--- src/rtl/trade_pkg.sv ---
// Shared types and default constants for the trade limiter slice.
// TRADE_WINDOW_EN (optional) enables the periodic count-reset window in the top.
package trade_pkg;

  // Per-channel FSM state; also exported on the debug state bus.
  typedef enum logic [1:0] {
    ST_COUNTING = 2'd0,
    ST_HALTED   = 2'd1,
    ST_CLEARING = 2'd2
  } ch_state_t;

  localparam int DEFAULT_LIMIT_C = 99;
  localparam int WINDOW_C        = 1000;

endpackage

--- src/rtl/trade_limiter_if.sv ---
// Bus interface for the trade limiter: count requests, limit load,
// per-channel clear handshake, and registered status outputs.
//
// Clear handshake (four-phase, level based, per channel): the requester
// raises clear_req and holds it; the channel answers with clear_ack one
// cycle later and holds it while clear_req stays high; after clear_req
// falls, clear_ack falls on the next edge and the channel resumes counting.
// enable_count is a fire-and-forget request: one trade per cycle per bit.
interface trade_limiter_if #(
  parameter int NUM_CH = 4,
  parameter int CNT_W  = 8,
  parameter int TOT_W  = 16
);
  logic [NUM_CH-1:0]       enable_count;
  logic [CNT_W-1:0]        limit;
  logic                    limit_load;
  logic [NUM_CH-1:0]       clear_req;
  logic [NUM_CH-1:0]       clear_ack;
  logic [NUM_CH*CNT_W-1:0] trade_count;
  logic [NUM_CH-1:0]       halt_signal;
  logic                    any_halt;
  logic [TOT_W-1:0]        total_count;
  logic                    window_tick;
  logic [2*NUM_CH-1:0]     dbg_state;

  modport master (
    output enable_count, limit, limit_load, clear_req,
    input  clear_ack, trade_count, halt_signal, any_halt, total_count,
           window_tick, dbg_state
  );

  modport slave (
    input  enable_count, limit, limit_load, clear_req,
    output clear_ack, trade_count, halt_signal, any_halt, total_count,
           window_tick, dbg_state
  );
endinterface

--- src/rtl/trade_channel.sv ---
// One trade channel: COUNTING/HALTED/CLEARING FSM with registered count,
// halt flag and clear acknowledge. o_accept flags a trade counted this cycle.
module trade_channel
  import trade_pkg::*;
#(
  parameter int CNT_W = 8
) (
  input  logic             i_clk,
  input  logic             i_rst,
  input  logic             i_en,
  input  logic             i_clear_req,
  input  logic             i_wrap,
  input  logic [CNT_W-1:0] i_limit,
  output logic [CNT_W-1:0] o_count,
  output logic             o_halt,
  output logic             o_ack,
  output logic             o_accept,
  output ch_state_t        o_state
);

  ch_state_t        r_state;
  ch_state_t        w_next_state;
  logic [CNT_W-1:0] r_count;
  logic [CNT_W-1:0] w_next_count;
  logic             r_halt;
  logic             w_next_halt;
  logic             r_ack;
  logic             w_next_ack;
  logic             w_accept;

  // State register.
  always_ff @(posedge i_clk or posedge i_rst) begin
    if (i_rst) r_state <= ST_COUNTING;
    else       r_state <= w_next_state;
  end

  // Next-state decode; clear has priority over counting.
  always_comb begin
    w_next_state = r_state;
    case (r_state)
      ST_COUNTING: begin
        if (i_clear_req)                               w_next_state = ST_CLEARING;
        else if (i_en && !i_wrap && r_count >= i_limit) w_next_state = ST_HALTED;
      end
      ST_HALTED:   if (i_clear_req)  w_next_state = ST_CLEARING;
      ST_CLEARING: if (!i_clear_req) w_next_state = ST_COUNTING;
      default:     w_next_state = ST_COUNTING;
    endcase
  end

  // Next values for the registered outputs and the accepted-trade flag.
  always_comb begin
    w_next_count = r_count;
    w_next_halt  = r_halt;
    w_next_ack   = r_ack;
    w_accept     = 1'b0;
    case (r_state)
      ST_COUNTING: begin
        if (i_clear_req) begin
          w_next_count = '0;
          w_next_halt  = 1'b0;
          w_next_ack   = 1'b1;
        end else begin
          w_accept = i_en && (r_count < i_limit);
          // A window wrap zeroes the count even when a trade lands that cycle.
          if (i_wrap)        w_next_count = '0;
          else if (w_accept) w_next_count = r_count + 1'b1;
          else if (i_en)     w_next_halt  = 1'b1;
        end
      end
      ST_HALTED: begin
        if (i_clear_req) begin
          w_next_count = '0;
          w_next_halt  = 1'b0;
          w_next_ack   = 1'b1;
        end
      end
      ST_CLEARING: begin
        if (!i_clear_req) w_next_ack = 1'b0;
      end
      default: begin
        w_next_count = '0;
        w_next_halt  = 1'b0;
        w_next_ack   = 1'b0;
      end
    endcase
  end

  // Output registers.
  always_ff @(posedge i_clk or posedge i_rst) begin
    if (i_rst) begin
      r_count <= '0;
      r_halt  <= 1'b0;
      r_ack   <= 1'b0;
    end else begin
      r_count <= w_next_count;
      r_halt  <= w_next_halt;
      r_ack   <= w_next_ack;
    end
  end

  assign o_count  = r_count;
  assign o_halt   = r_halt;
  assign o_ack    = r_ack;
  assign o_accept = w_accept;
  assign o_state  = r_state;

endmodule

--- src/rtl/trade_limiter.sv ---
// Trade limiter top: shared halt threshold, NUM_CH trade channels and a
// saturating aggregate counter. Defining TRADE_WINDOW_EN adds a window
// counter that periodically zeroes counting channels and pulses window_tick.
module trade_limiter
  import trade_pkg::*;
#(
  parameter int NUM_CH        = 4,
  parameter int CNT_W         = 8,
  parameter int TOT_W         = 16,
  parameter int DEFAULT_LIMIT = DEFAULT_LIMIT_C,
  parameter int WINDOW        = WINDOW_C
) (
  input  logic            slow_clk,
  input  logic            reset,
  trade_limiter_if.slave  bus
);

  localparam int               SUM_W     = TOT_W + $clog2(NUM_CH + 1);
  localparam logic [CNT_W-1:0] LIMIT_RST = CNT_W'(DEFAULT_LIMIT);
  localparam logic [SUM_W-1:0] TOT_MAX   = {{(SUM_W-TOT_W){1'b0}}, {TOT_W{1'b1}}};

  logic [CNT_W-1:0]  r_limit;
  logic [TOT_W-1:0]  r_total;
  logic [SUM_W-1:0]  w_sum;
  logic [NUM_CH-1:0] w_accept;
  logic [NUM_CH-1:0] w_halt;
  logic              w_wrap;

  // Threshold register; channels see a new value from the following cycle.
  always_ff @(posedge slow_clk or posedge reset) begin
    if (reset)               r_limit <= LIMIT_RST;
    else if (bus.limit_load) r_limit <= bus.limit;
  end

  for (genvar g = 0; g < NUM_CH; g++) begin : g_ch
    ch_state_t w_state;
    trade_channel #(.CNT_W(CNT_W)) u_ch (
      .i_clk       (slow_clk),
      .i_rst       (reset),
      .i_en        (bus.enable_count[g]),
      .i_clear_req (bus.clear_req[g]),
      .i_wrap      (w_wrap),
      .i_limit     (r_limit),
      .o_count     (bus.trade_count[g*CNT_W +: CNT_W]),
      .o_halt      (w_halt[g]),
      .o_ack       (bus.clear_ack[g]),
      .o_accept    (w_accept[g]),
      .o_state     (w_state)
    );
    assign bus.dbg_state[2*g +: 2] = w_state;
  end

  // Running total plus this cycle's accepted trades, clipped at all-ones.
  always_comb begin
    w_sum = {{(SUM_W-TOT_W){1'b0}}, r_total};
    for (int i = 0; i < NUM_CH; i++) begin
      w_sum = w_sum + SUM_W'(w_accept[i]);
    end
    if (w_sum > TOT_MAX) w_sum = TOT_MAX;
  end

  // Aggregate counter register; only reset clears it.
  always_ff @(posedge slow_clk or posedge reset) begin
    if (reset) r_total <= '0;
    else       r_total <= w_sum[TOT_W-1:0];
  end

`ifdef TRADE_WINDOW_EN
  localparam int WIN_W = (WINDOW > 1) ? $clog2(WINDOW) : 1;

  logic [WIN_W-1:0] r_win_cnt;
  logic             r_tick;

  assign w_wrap = (r_win_cnt == WIN_W'(WINDOW - 1));

  // Window counter 0..WINDOW-1 with a registered tick at each wrap.
  always_ff @(posedge slow_clk or posedge reset) begin
    if (reset) begin
      r_win_cnt <= '0;
      r_tick    <= 1'b0;
    end else begin
      r_win_cnt <= w_wrap ? '0 : r_win_cnt + 1'b1;
      r_tick    <= w_wrap;
    end
  end

  assign bus.window_tick = r_tick;
`else
  assign w_wrap          = 1'b0;
  assign bus.window_tick = 1'b0;
`endif

  assign bus.halt_signal = w_halt;
  assign bus.any_halt    = |w_halt;
  assign bus.total_count = r_total;

endmodule
--- src/flat_wrapper.sv ---
// flat-port wrapper written by rule: the top's interface ports become plain ports
module trade_limiter_flat import trade_pkg::*;
#(
  parameter int NUM_CH        = 4,
  parameter int CNT_W         = 8,
  parameter int TOT_W         = 16,
  parameter int DEFAULT_LIMIT = DEFAULT_LIMIT_C,
  parameter int WINDOW        = WINDOW_C
)
  (slow_clk, reset, bus_enable_count, bus_limit, bus_limit_load, bus_clear_req, bus_clear_ack, bus_trade_count, bus_halt_signal, bus_any_halt, bus_total_count, bus_window_tick, bus_dbg_state);
  trade_limiter_if #(.NUM_CH(NUM_CH), .CNT_W(CNT_W), .TOT_W(TOT_W)) bus_i ();
  input  logic slow_clk;
  input  logic reset;
  input wire logic [$bits(bus_i.enable_count)-1:0] bus_enable_count;
  input wire logic [$bits(bus_i.limit)-1:0] bus_limit;
  input wire logic [$bits(bus_i.limit_load)-1:0] bus_limit_load;
  input wire logic [$bits(bus_i.clear_req)-1:0] bus_clear_req;
  output wire logic [$bits(bus_i.clear_ack)-1:0] bus_clear_ack;
  output wire logic [$bits(bus_i.trade_count)-1:0] bus_trade_count;
  output wire logic [$bits(bus_i.halt_signal)-1:0] bus_halt_signal;
  output wire logic [$bits(bus_i.any_halt)-1:0] bus_any_halt;
  output wire logic [$bits(bus_i.total_count)-1:0] bus_total_count;
  output wire logic [$bits(bus_i.window_tick)-1:0] bus_window_tick;
  output wire logic [$bits(bus_i.dbg_state)-1:0] bus_dbg_state;
  assign bus_i.enable_count = bus_enable_count;
  assign bus_i.limit = bus_limit;
  assign bus_i.limit_load = bus_limit_load;
  assign bus_i.clear_req = bus_clear_req;
  assign bus_clear_ack = bus_i.clear_ack;
  assign bus_trade_count = bus_i.trade_count;
  assign bus_halt_signal = bus_i.halt_signal;
  assign bus_any_halt = bus_i.any_halt;
  assign bus_total_count = bus_i.total_count;
  assign bus_window_tick = bus_i.window_tick;
  assign bus_dbg_state = bus_i.dbg_state;
  trade_limiter #(.NUM_CH(NUM_CH), .CNT_W(CNT_W), .TOT_W(TOT_W), .DEFAULT_LIMIT(DEFAULT_LIMIT), .WINDOW(WINDOW)) u_core (.slow_clk(slow_clk), .reset(reset), .bus(bus_i));
endmodule
--- config.mk ---
export PLATFORM = sky130hd
export DESIGN_NAME = trade_limiter_flat
export DESIGN_NICKNAME = d
export VERILOG_FILES = /design/src/rtl/trade_pkg.sv /design/src/rtl/trade_limiter_if.sv /design/src/rtl/trade_channel.sv /design/src/rtl/trade_limiter.sv /design/src/flat_wrapper.sv
export SDC_FILE = /design/constraint.sdc
export NUM_CORES = 1
export LEC_CHECK = 0
export BUFFER_PORTS_ARGS = -buffer_cell sky130_fd_sc_hd__buf_2
export CAP_MARGIN = 20
export CORE_ASPECT_RATIO = 0.9
export CORE_MARGIN = 2
export CORE_UTILIZATION = 52
export DETAILED_ROUTE_END_ITERATION = 8
export PLACE_DENSITY = 0.78
export SETUP_SLACK_MARGIN = 0.3
export SKIP_CTS_REPAIR_TIMING = 1
export SYNTH_ARGS = -nofsm -noshare
export SYNTH_HDL_FRONTEND = slang
export SYNTH_SLANG_ARGS = --single-unit
--- constraint.sdc ---
create_clock -name slow_clk -period 4.1 [get_ports slow_clk]
set_input_delay 0.41 -clock slow_clk [delete_from_list [all_inputs] [get_ports slow_clk]]
set_output_delay 0.41 -clock slow_clk [all_outputs]
set_load 0.01 [all_outputs]
; ---- Yosys cells after proc, flatten, opt, wreduce, memory -nomap -nowiden
; Index checks and enable logic that the tools add are counted.
[classes]
addsub = 8
bitwise_logic = 4
mux = 77
n_reduce_logical = 33
magnitude_cmp = 9
eq_ne = 36
[ops]
columns = operator, count
row1 = $mux 8, 12
row2 = $pmux 8 s3, 4
row3 = $add 19x1->19, 3
row4 = $ne 3x3->1 const B, 16
row5 = $add 8x1->8 const B, 4
row6 = $ge 8x8->1, 4
row7 = $lt 8x8->1, 4
row8 = $mux 1, 32
row9 = $mux 2, 16
row10 = $pmux 2 s3, 4
row11 = $reduce_and 3->1, 8
row12 = $gt 19x16->1 const B, 1
row13 = $add 16x1->17, 1
row14 = $mux 16, 1
row15 = $ne 2x2->1 const B, 8
row16 = $reduce_and 4->1, 4
row17 = $pmux 1 s3, 4
row18 = $eq 2x1->1 const B, 4
row19 = $eq 2x2->1 const B, 4
row20 = $logic_and 1x1->1, 8
row21 = $logic_not 2->1, 4
row22 = $ne 2x1->1 const B, 4
row23 = $pmux 1 s2, 4
row24 = $reduce_and 2->1, 4
row25 = 3 further kinds, 9
[totals]
input_bits = 19
wordCells = 185
ff_bits = 72

; ---- Depth between registers and ports, before layout
; Gate-level depths: netlist of run 1.
[logic_depth]
depth_word = 10
depth_mapped = 21

; ---- By module
; Synthesis of run 1 repeated with hierarchy kept, for this count alone.
[unflattened]
cells_unflattened = 542
area_unflattened_um2 = 4800.9
[modules_own_cells]
columns = module, instances, area_each_um2, seq_area_each_um2, cells_each
row1 = trade_channel, 4, 897.1, 300.3, 109
row2 = trade_limiter, 1, 1212.4, 605.6, 106

; ---- Least setup slack after synthesis of run 1
; No wires, ideal clock.
[synth_path]
path_type = register -> register
startpoint = register u_core.r_limit[1]
endpoint = register u_core.r_total[12] (netlist: u_core.bus.total_count[12])
path_slack_ns = -0.319
required_ns = 3.969
period_less_slack_ns = 4.419
arrival_ns = 4.288
path_buffers = 0
path_stages_with_launch = 22
cell_sequence = dfstp_2 -> inv_1 -> ha_1 -> nor2b_1 -> o21a_1 -> o21a_1 -> o21bai_1 -> and3b_1 -> ha_1 -> inv_1 -> fa_1 -> inv_1 -> ha_1 -> inv_1 -> fa_1 -> nor2b_1 -> and4b_1 -> a41oi_1 -> nor3_2 -> inv_1 -> nor3_1 -> o21ai_0
[synth_via]
elab_chain_cells = 10
[synth_rtl]
columns = item, line_no
row1 = "start, declared", trade_limiter.sv:22  ; logic [CNT_W-1:0] r_limit;
row2 = "start signal, assigned", trade_limiter.sv:32  ; else if (bus.limit_load) r_limit <= bus.limit;
row3 = $lt 8x8->1, trade_channel.sv:64  ; w_accept = i_en && (r_count < i_limit);
row4 = $logic_and 1x1->1, trade_channel.sv:64
row5 = $mux 1, trade_channel.sv:59  ; if (i_clear_req) begin
row6 = $mux 1, trade_channel.sv:57  ; case (r_state)
row7 = $add 16x1->17, trade_limiter.sv:57  ; w_sum = w_sum + SUM_W'(w_accept[i]);
row8 = $add 19x1->19 (2 in series), trade_limiter.sv:57
row9 = $add 19x1->19 *, trade_limiter.sv:57
row10 = $gt 19x16->1, trade_limiter.sv:59  ; if (w_sum > TOT_MAX) w_sum = TOT_MAX;
row11 = $mux 16 *, trade_limiter.sv:59
row12 = named net u_core.w_sum[12], trade_limiter.sv:24  ; logic [SUM_W-1:0] w_sum;
row13 = "end signal, assigned", trade_limiter.sv:65  ; else r_total <= w_sum[TOT_W-1:0];
row14 = "end, declared", trade_limiter.sv:23  ; logic [TOT_W-1:0] r_total;
; The timed path passes the listed nets; every way through them passes the cells marked *.
; A chain may end at the register's enable or synchronous reset.

; ---- Final worst setup path of run 1
[layout_path]
startpoint = register u_core.r_limit[1]
endpoint = register u_core.r_total[10] (netlist: u_core.bus.total_count[10])
; The elaborated chain is that of the path after synthesis.

==> load_flow_metrics.sql, run 1 <==
INSERT INTO impl_metrics (metric_group, metric, value, unit) VALUES
('outcome', 'outcome', 'complete, but fails checks', ''),
('outcome', 'violations', 'negative setup slack', ''),
('die', 'io_pins', '85', ''),
('yosys', 'syn_nets', '630', ''),
('yosys', 'post_synth.cell_area_avg', '8.888', 'µm²'),
('timing', 'layout_min_cycle_time', '4.212', 'ns'),
('clock_tree', 'cts-buffers-inserted', '9', ''),
('finish', 'layout-drive-gt1-share', '28.18', '%'),
('clock_tree', 'cts_max_level', '3', ''),
('worst_setup_path', 'worst-endpoint-required', '4.34', 'ns'),
('power', 'power.density', '333.8', 'nW/µm²'),
('grt', 'wire_length_of_the_first_global_routing_pass', '22170', 'µm'),
('timing', 'hold_viol', '0', ''),
('placement', 'portBuffers', '83', ''),
('yosys', 'synth-seq-cells', '72', ''),
('yosys', 'synth_cell_types', '65', ''),
('clock_tree', 'clkLatencyLatePin', '0.36', 'ns'),
('worst_setup_path', 'reg2reg_slack', '-0.11', 'ns'),
('placement', 'pre_cts_ws', '-0.2250', 'ns'),
('timing', 'slew_headroom', '36.98', '%'),
('placement', 'place.detailed.hpwl', '9990', 'µm'),
('die', 'fp.dieH', '97.48', 'µm'),
('yosys', 'ys_warn_count', '0', ''),
('grt', 'grt_overflow_total', '0', ''),
('yosys', 'synth.yosys.seq_area_share', '35.79', '%'),
('die', 'die_w', '107.9', 'µm'),
('worst_setup_path', 'critical_path_arrival', '4.45', 'ns'),
('finish', 'finish.utilization', '64.78', '%'),
('finish', 'final_cell_mix', 'buf_2 (83), dfrtp_1 (68), nand2_1 (58)', ''),
('timing', 'setup_tns', '-1.168', 'ns'),
('yosys', 'ys_async_sr_fraction', '100.0', '%'),
('drt', 'ant_nets', '0', ''),
('drt', 'drtIter0Drc', '379', ''),
('placement', 'number_of_placed_instances_taps_included', '785', ''),
('worst_setup_path', 'critPathMaxFanout', '4', ''),
('timing', 'final-setup-viol-count', '16', ''),
('power', 'p_leak', '3.072', 'nW'),
('finish', 'fin_nets', '742', ''),
('grt', 'grt_pass1_vias', '4581', ''),
('clock_tree', 'clock_path_buffers', '2', ''),
('die', 'floorplan.die_area', '10510', 'µm²'),
('placement', 'placed_cell_area', '5776', 'µm²'),
('drt', 'remaining_drc_errors', '0', ''),
('timing', 'period_share', '102.7', '%'),
('drt', 'finalWirelength', '13890', 'µm'),
('timing', 'clock.fmax', '237.4', 'MHz'),
('finish', 'stdcell_area', '6201', 'µm²'),
('clock_tree', 'clock-root-buffer', 'clkbuf_8', ''),
('die', 'initial_utilization', '52.75', '%'),
('timing', 'rsz0062_at_grt', 'yes', ''),
('grt', 'grt_start_max_net_pins', '42', ''),
('timing', 'pins_over_their_slew_limit', '0', ''),
('yosys', 'post_synthesis_instance_total', '568', ''),
('clock_tree', 'cts.sinks', '72', ''),
('finish', 'layout.cells.most_common', 'buf_2', ''),
('finish', 'final_cell_count_no_fill', '812', ''),
('yosys', 'area_of_the_mapped_netlist', '5049', 'µm²'),
('die', 'core-area', '9572', 'µm²'),
('yosys', 'ys.flop_type', 'dfrtp_1', ''),
('power', 'worst_ir_drop_vdd', '0.2701', 'mV'),
('die', 'number_of_rows_created_at_floorplan', '34', ''),
('flow_run', 'max-cap-violations', '0', ''),
('finish', 'syn_to_final_growth', '22.83', '%'),
('grt', 'global_route.usage.total', '26.49', '%'),
('timing', 'finalClockSkew', '0.009417', 'ns'),
('grt', 'antenna_found_initial', '1', ''),
('worst_setup_path', 'crit_path_end_kind', 'flop', ''),
('worst_setup_path', 'critical_path_class', 'flop to flop', ''),
('min_path', 'min-delay-path-class', 'input port to async pin', ''),
('clock_tree', 'path_clk_slew', '0.08', 'ns'),
('drt', 'detail_route.wl_per_cell', '17.11', 'µm'),
('clock_tree', 'tritoncts', 'done', ''),
('placement', 'place.gp.congestion', '0.9030', ''),
('drt', 'drt-pass1-iter-count', '5', ''),
('timing', 'worst-slew-pin-transition', '0.9367', 'ns'),
('drt', 'dr_total_vias', '4850', ''),
('worst_setup_path', 'setup.worst_path.start_class', 'flop', ''),
('yosys', 'number_of_enable_type_register_cells_in_the_synthesized_netlist', '0', ''),
('timing', 'final.setup.worst_slack', '-0.1120', 'ns'),
('drt', 'vias_per_cell', '5.973', '');
[path summary, 6_finish.rpt]
path                                           start                          to  cells past startpoint
hold / removal                                 reset   u_core.g_ch[0].u_ch.o_ack                      2
setup reg to reg                   u_core.r_limit[1]  u_core.bus.total_count[10]                     22
min in group slow_clk                   bus_limit[3]           u_core.r_limit[3]                      3
hold reg to reg            u_core.g_ch[3].u_ch.o_ack   u_core.g_ch[3].u_ch.o_ack                      2
setup / recovery                   u_core.r_limit[1]  u_core.bus.total_count[10]                     22
max in group asynchronous                      reset           u_core.r_limit[0]                      3
[flip-flops by register name (all words and copies together), names as in the netlist]
register	cells
u_core.g_ch.u_ch.o_halt	4
u_core.r_limit	8
u_core.g_ch.u_ch.o_count	32
u_core.g_ch.u_ch.o_ack	4
u_core.bus.total_count	16
u_core.g_ch.u_ch.o_state	8
[cell type report]
type | count | area (µm²)
diodes | 1 | 2.502
clock buffers | 16 | 190.2
fillers | 773 | 3371
inverters | 30 | 115.1
multi-input cells | 439 | 3168
flip-flops and latches | 72 | 1807
well taps | 126 | 157.7
repair buffers | 128 | 760.7
[kinds of logic (layout without fill, tap and decap cells)]
kind of cell | Yosys count | count (layout) | synth area share, %
flops | 72 | 72 | 35.79
compound gates | 125 | 125 | 15.84
other cells | 1 | 2 | 0.07428
buf+inv | 57 | 174 | 5.130
simple gates | 232 | 232 | 25.28
xor+xnor | 29 | 29 | 5.031
mux | 9 | 9 | 1.908
fa+ha+maj | 43 | 43 | 10.95
[critical path, cell delays in order (launching register included)]
cell and delay, ns:
dfstp_2 0.55, inv_4 0.05, ha_4 0.24, nor2b_4 0.12, o21a_1 0.18, o21a_1 0.20, o21bai_2 0.13, and3b_2 0.24
ha_4 0.20, inv_2 0.05, fa_1 0.42, inv_2 0.08, ha_4 0.13, inv_2 0.03, fa_2 0.35, nor2b_4 0.12
and4b_2 0.26, a41oi_4 0.06, nor3_4 0.24, buf_4 0.14, a21oi_2 0.04, o22ai_1 0.18, nand2_1 0.07
[where the power goes]
part           leakage [nW]  switching [mW]  internal (mW)
Clock                0.0970           0.280          0.288
Combinational          2.03           0.313          0.267
Sequential            0.940           0.146          0.776
[per-stage QoR]
step                power [mW]  hold WS (ns)
floorplan                1.259        0.4797
global placement         1.422        0.5314
detailed placement       1.453        0.5387
CTS                      2.024        0.2582
global route             2.170        0.2718
finish                   2.070        0.2495
[synthesized netlist by cell type (6+ instances only)]
cell type	n	area, µm²
nor2_1	43	161.4
nor2b_1	12	75.07
dfrtp_1	68	1702
xnor2_1	17	148.9
a21o_1	9	67.56
or3_1	8	50.05
o21ai_0	33	165.2
nand3_1	25	125.1
nand4_1	17	106.4
buf_4	10	75.07
ha_1	41	513.0
a21oi_1	28	140.1
or4_1	8	60.06
nor3_1	11	55.05
o21a_1	12	90.09
inv_1	30	112.6
clkbuf_1	10	37.54
nand2_1	59	221.5
and3_1	6	37.54
buf_2	6	30.03
xor2_1	12	105.1
[layer usage]
metal / vias to the layer above / global-route usage (%) / routed length [µm]
li1: 2273 / - / -
met1: 2399 / 36.32 / 6110
met2: 158 / 42.43 / 6695
met3: 20 / 4.427 / 838
met4: 0 / 9.172 / 249
met5: - / 0 / 0
(Power assumes the default switching activity.)
==> inputs of run 2 (changes only) <==
--- a/config.mk
+++ b/config.mk
@@ -7,7 +7,7 @@
 export LEC_CHECK = 0
 export BUFFER_PORTS_ARGS = -buffer_cell sky130_fd_sc_hd__buf_2
 export CAP_MARGIN = 20
-export CORE_ASPECT_RATIO = 0.9
+export CORE_ASPECT_RATIO = 0.8
 export CORE_MARGIN = 2
 export CORE_UTILIZATION = 52
 export DETAILED_ROUTE_END_ITERATION = 8
==> run 2 against run 1 <==
The run still ends with negative setup slack left. Critical path depth is the same. Non-clock buffer count increased by 1. Cell area is 0.93% higher. Clock power increased by 37%. Global-route usage shrank 1.0 points. Hold slack better by 0.0058 ns. Sequential share of layout area decreased by 0.27 points. Largest power group unchanged. Highest routed layer unchanged.
==> load_flow_metrics.sql, run 2 (same netlist as run 1, synthesis figures left out) <==
INSERT INTO impl_metrics (metric_group, metric, value, unit) VALUES
('clock_tree', 'clock-root-buffer', 'clkbuf_16', ''),
('timing', 'final-setup-viol-count', '15', ''),
('die', 'io_pins', '85', ''),
('worst_setup_path', 'reg2reg_from', 'u_core.r_limit[1]', ''),
('placement', 'pre_cts_ws', '-0.2193', 'ns'),
('grt', 'grt.met1_usage', '35.34', '%'),
('finish', 'regArea', '1807', 'µm²'),
('worst_setup_path', 'reg2reg_slack', '-0.10', 'ns'),
('power', 'worst_ir_drop_vdd', '0.2164', 'mV'),
('worst_setup_path', 'critPathMaxFanout', '7', ''),
('drt', 'vias_per_cell', '5.907', ''),
('grt', 'grtUsageMet3', '6.147', '%'),
('worst_setup_path', 'setup.worst_path.start_class', 'flop', ''),
('power', 'power.density', '360.3', 'nW/µm²'),
('finish', 'layout-drive-gt1-share', '28.13', '%'),
('clock_tree', 'tritoncts', 'done', ''),
('finish', 'syn_to_final_growth', '23.97', '%'),
('worst_setup_path', 'worst-r2r-cell-count', '22', ''),
('finish', 'final_cell_mix', 'buf_2 (83), dfrtp_1 (68), nand2_1 (58)', ''),
('finish', 'antenna_fix_cells', '0', ''),
('timing', 'rsz0062_at_grt', 'yes', ''),
('clock_tree', 'cts-buffers-inserted', '9', ''),
('power', 'p_leak', '3.129', 'nW'),
('die', 'initial_utilization', '52.98', '%'),
('worst_setup_path', 'worst-endpoint-required', '4.36', 'ns'),
('finish', 'fillers', '759', ''),
('timing', 'finalClockSkew', '0.007720', 'ns'),
('timing', 'clock.fmax', '237.9', 'MHz'),
('grt', 'grt_util_met2', '39.98', '%'),
('drt', 'drt-pass1-iter-count', '6', ''),
('timing', 'final.setup.worst_slack', '-0.1041', 'ns'),
('placement', 'number_of_placed_instances_taps_included', '781', ''),
('grt', 'wire_length_of_the_first_global_routing_pass', '21510', 'µm'),
('die', 'floorplan.die_area', '10520', 'µm²'),
('grt', 'antenna_found_initial', '0', ''),
('die', 'number_of_rows_created_at_floorplan', '32', ''),
('flow_run', 'max-cap-violations', '0', ''),
('worst_setup_path', 'crit_path_end_kind', 'flop', ''),
('clock_tree', 'path_clk_slew', '0.06', 'ns'),
('drt', 'dr_total_vias', '4755', ''),
('drt', 'finalWirelength', '13470', 'µm'),
('drt', 'detail_route.wl_per_cell', '16.73', 'µm'),
('timing', 'hold_viol', '0', ''),
('worst_setup_path', 'critical_path_class', 'flop to flop', ''),
('clock_tree', 'cts.sinks', '72', ''),
('clock_tree', 'clock_path_buffers', '2', ''),
('drt', 'drtIter0Drc', '369', ''),
('grt', 'grt_pass1_vias', '4386', ''),
('finish', 'flip_flop_count_of_the_largest_register_after_layout', '32', ''),
('timing', 'worst-slew-pin-transition', '0.9310', 'ns'),
('die', 'core-area', '9529', 'µm²'),
('placement', 'portBuffers', '83', ''),
('placement', 'place.gp.congestion', '0.9130', ''),
('finish', 'layout.cells.most_common', 'buf_2', ''),
('grt', 'grt_start_max_net_pins', '45', ''),
('timing', 'pins_over_their_slew_limit', '0', ''),
('finish', 'fin_nets', '743', ''),
('drt', 'remaining_drc_errors', '0', ''),
('worst_setup_path', 'critical_path_arrival', '4.46', 'ns'),
('grt', 'grt_overflow_total', '0', ''),
('clock_tree', 'cts_max_level', '3', ''),
('min_path', 'min-delay-path-class', 'input port to async pin', ''),
('grt', 'global_route.usage.total', '25.49', '%'),
('clock_tree', 'clkLatencyLatePin', '0.34', 'ns'),
('timing', 'period_share', '102.5', '%'),
('timing', 'slew_headroom', '37.93', '%'),
('finish', 'multi_input_logic_area', '3127', 'µm²'),
('drt', 'ant_nets', '0', ''),
('outcome', 'violations', 'negative setup slack', ''),
('die', 'die_w', '114.2', 'µm'),
('finish', 'final_cell_count_no_fill', '805', ''),
('placement', 'place.detailed.hpwl', '9737', 'µm'),
('grt', 'global_route.peak_usage_layer', 'met2', ''),
('worst_setup_path', 'r2r-end', 'u_core.bus.total_count[12]', ''),
('timing', 'layout_min_cycle_time', '4.204', 'ns'),
('die', 'fp.dieH', '92.13', 'µm'),
('outcome', 'outcome', 'complete, but fails checks', '');
## run 2: per-layer routing
metal / vias up / routed length [µm]
met5: - / 0
met4: 0 / 168
met3: 26 / 864
met2: 187 / 6311
met1: 2266 / 6125
li1: 2276 / -
## run 2: layout make-up
cell class | count | share of cell area (%)
clock buffers | 10 | 3.659
well taps | 119 | 2.379
flip-flops and latches | 72 | 28.87
multi-input cells | 439 | 49.96
inverters | 30 | 1.839
repair buffers | 129 | 12.34
clock inverters | 6 | 0.9596
## run 2: critical path, stage by stage (launching register included)
cell,delay [ns]
dfstp_2,0.54
inv_4,0.05
ha_4,0.21
nor2b_4,0.12
o21a_1,0.16
o21a_1,0.19
o21bai_2,0.14
and3b_2,0.24
ha_4,0.20
inv_2,0.05
fa_1,0.40
inv_1,0.07
ha_2,0.18
inv_2,0.05
fa_2,0.37
nor2b_4,0.13
and4b_1,0.26
a41oi_4,0.07
nor3_4,0.21
buf_6,0.15
buf_4,0.12
a21oi_1,0.08
o21ai_1,0.16
## run 2: how the worst max path moves through the flow
stage | from | end | slack, ns | depth (start not counted)
global placement | u_core.r_limit[5] | u_core.bus.total_count[12] | -0.06 | 21
global route | u_core.r_limit[1] | u_core.bus.total_count[10] | -0.29 | 22
finish | u_core.r_limit[1] | u_core.bus.total_count[12] | -0.10 | 22
floorplan | u_core.r_limit[1] | u_core.bus.total_count[12] | -0.003 | 21
CTS | u_core.r_limit[5] | u_core.bus.total_count[12] | -0.25 | 21
detailed placement | u_core.r_limit[5] | u_core.bus.total_count[12] | -0.22 | 21
## run 2: metrics by stage
stage          instance area (µm²)   TNS [ns]  util (%)  power [mW]  hold slack, ns
5_1_grt                       6259     -3.282     65.68       2.373          0.3003
4_1_cts                       6078     -2.977     63.79       2.219          0.2723
6_report                      6259    -0.7774     65.68       2.255          0.2553
2_1_floorplan                 5086  -0.004388         -       1.259          0.4797
3_5_place_dp                  5789     -2.461     60.75       1.444          0.5331
3_3_place_gp                  5789    -0.2435     60.75       1.416          0.5266
## run 2: power breakdown
group / switching, mW / internal, mW / total [mW]
clock network: 0.309 / 0.468 / 0.777
logic: 0.303 / 0.262 / 0.565
registers: 0.136 / 0.777 / 0.913
total: 0.748 / 1.51 / 2.25
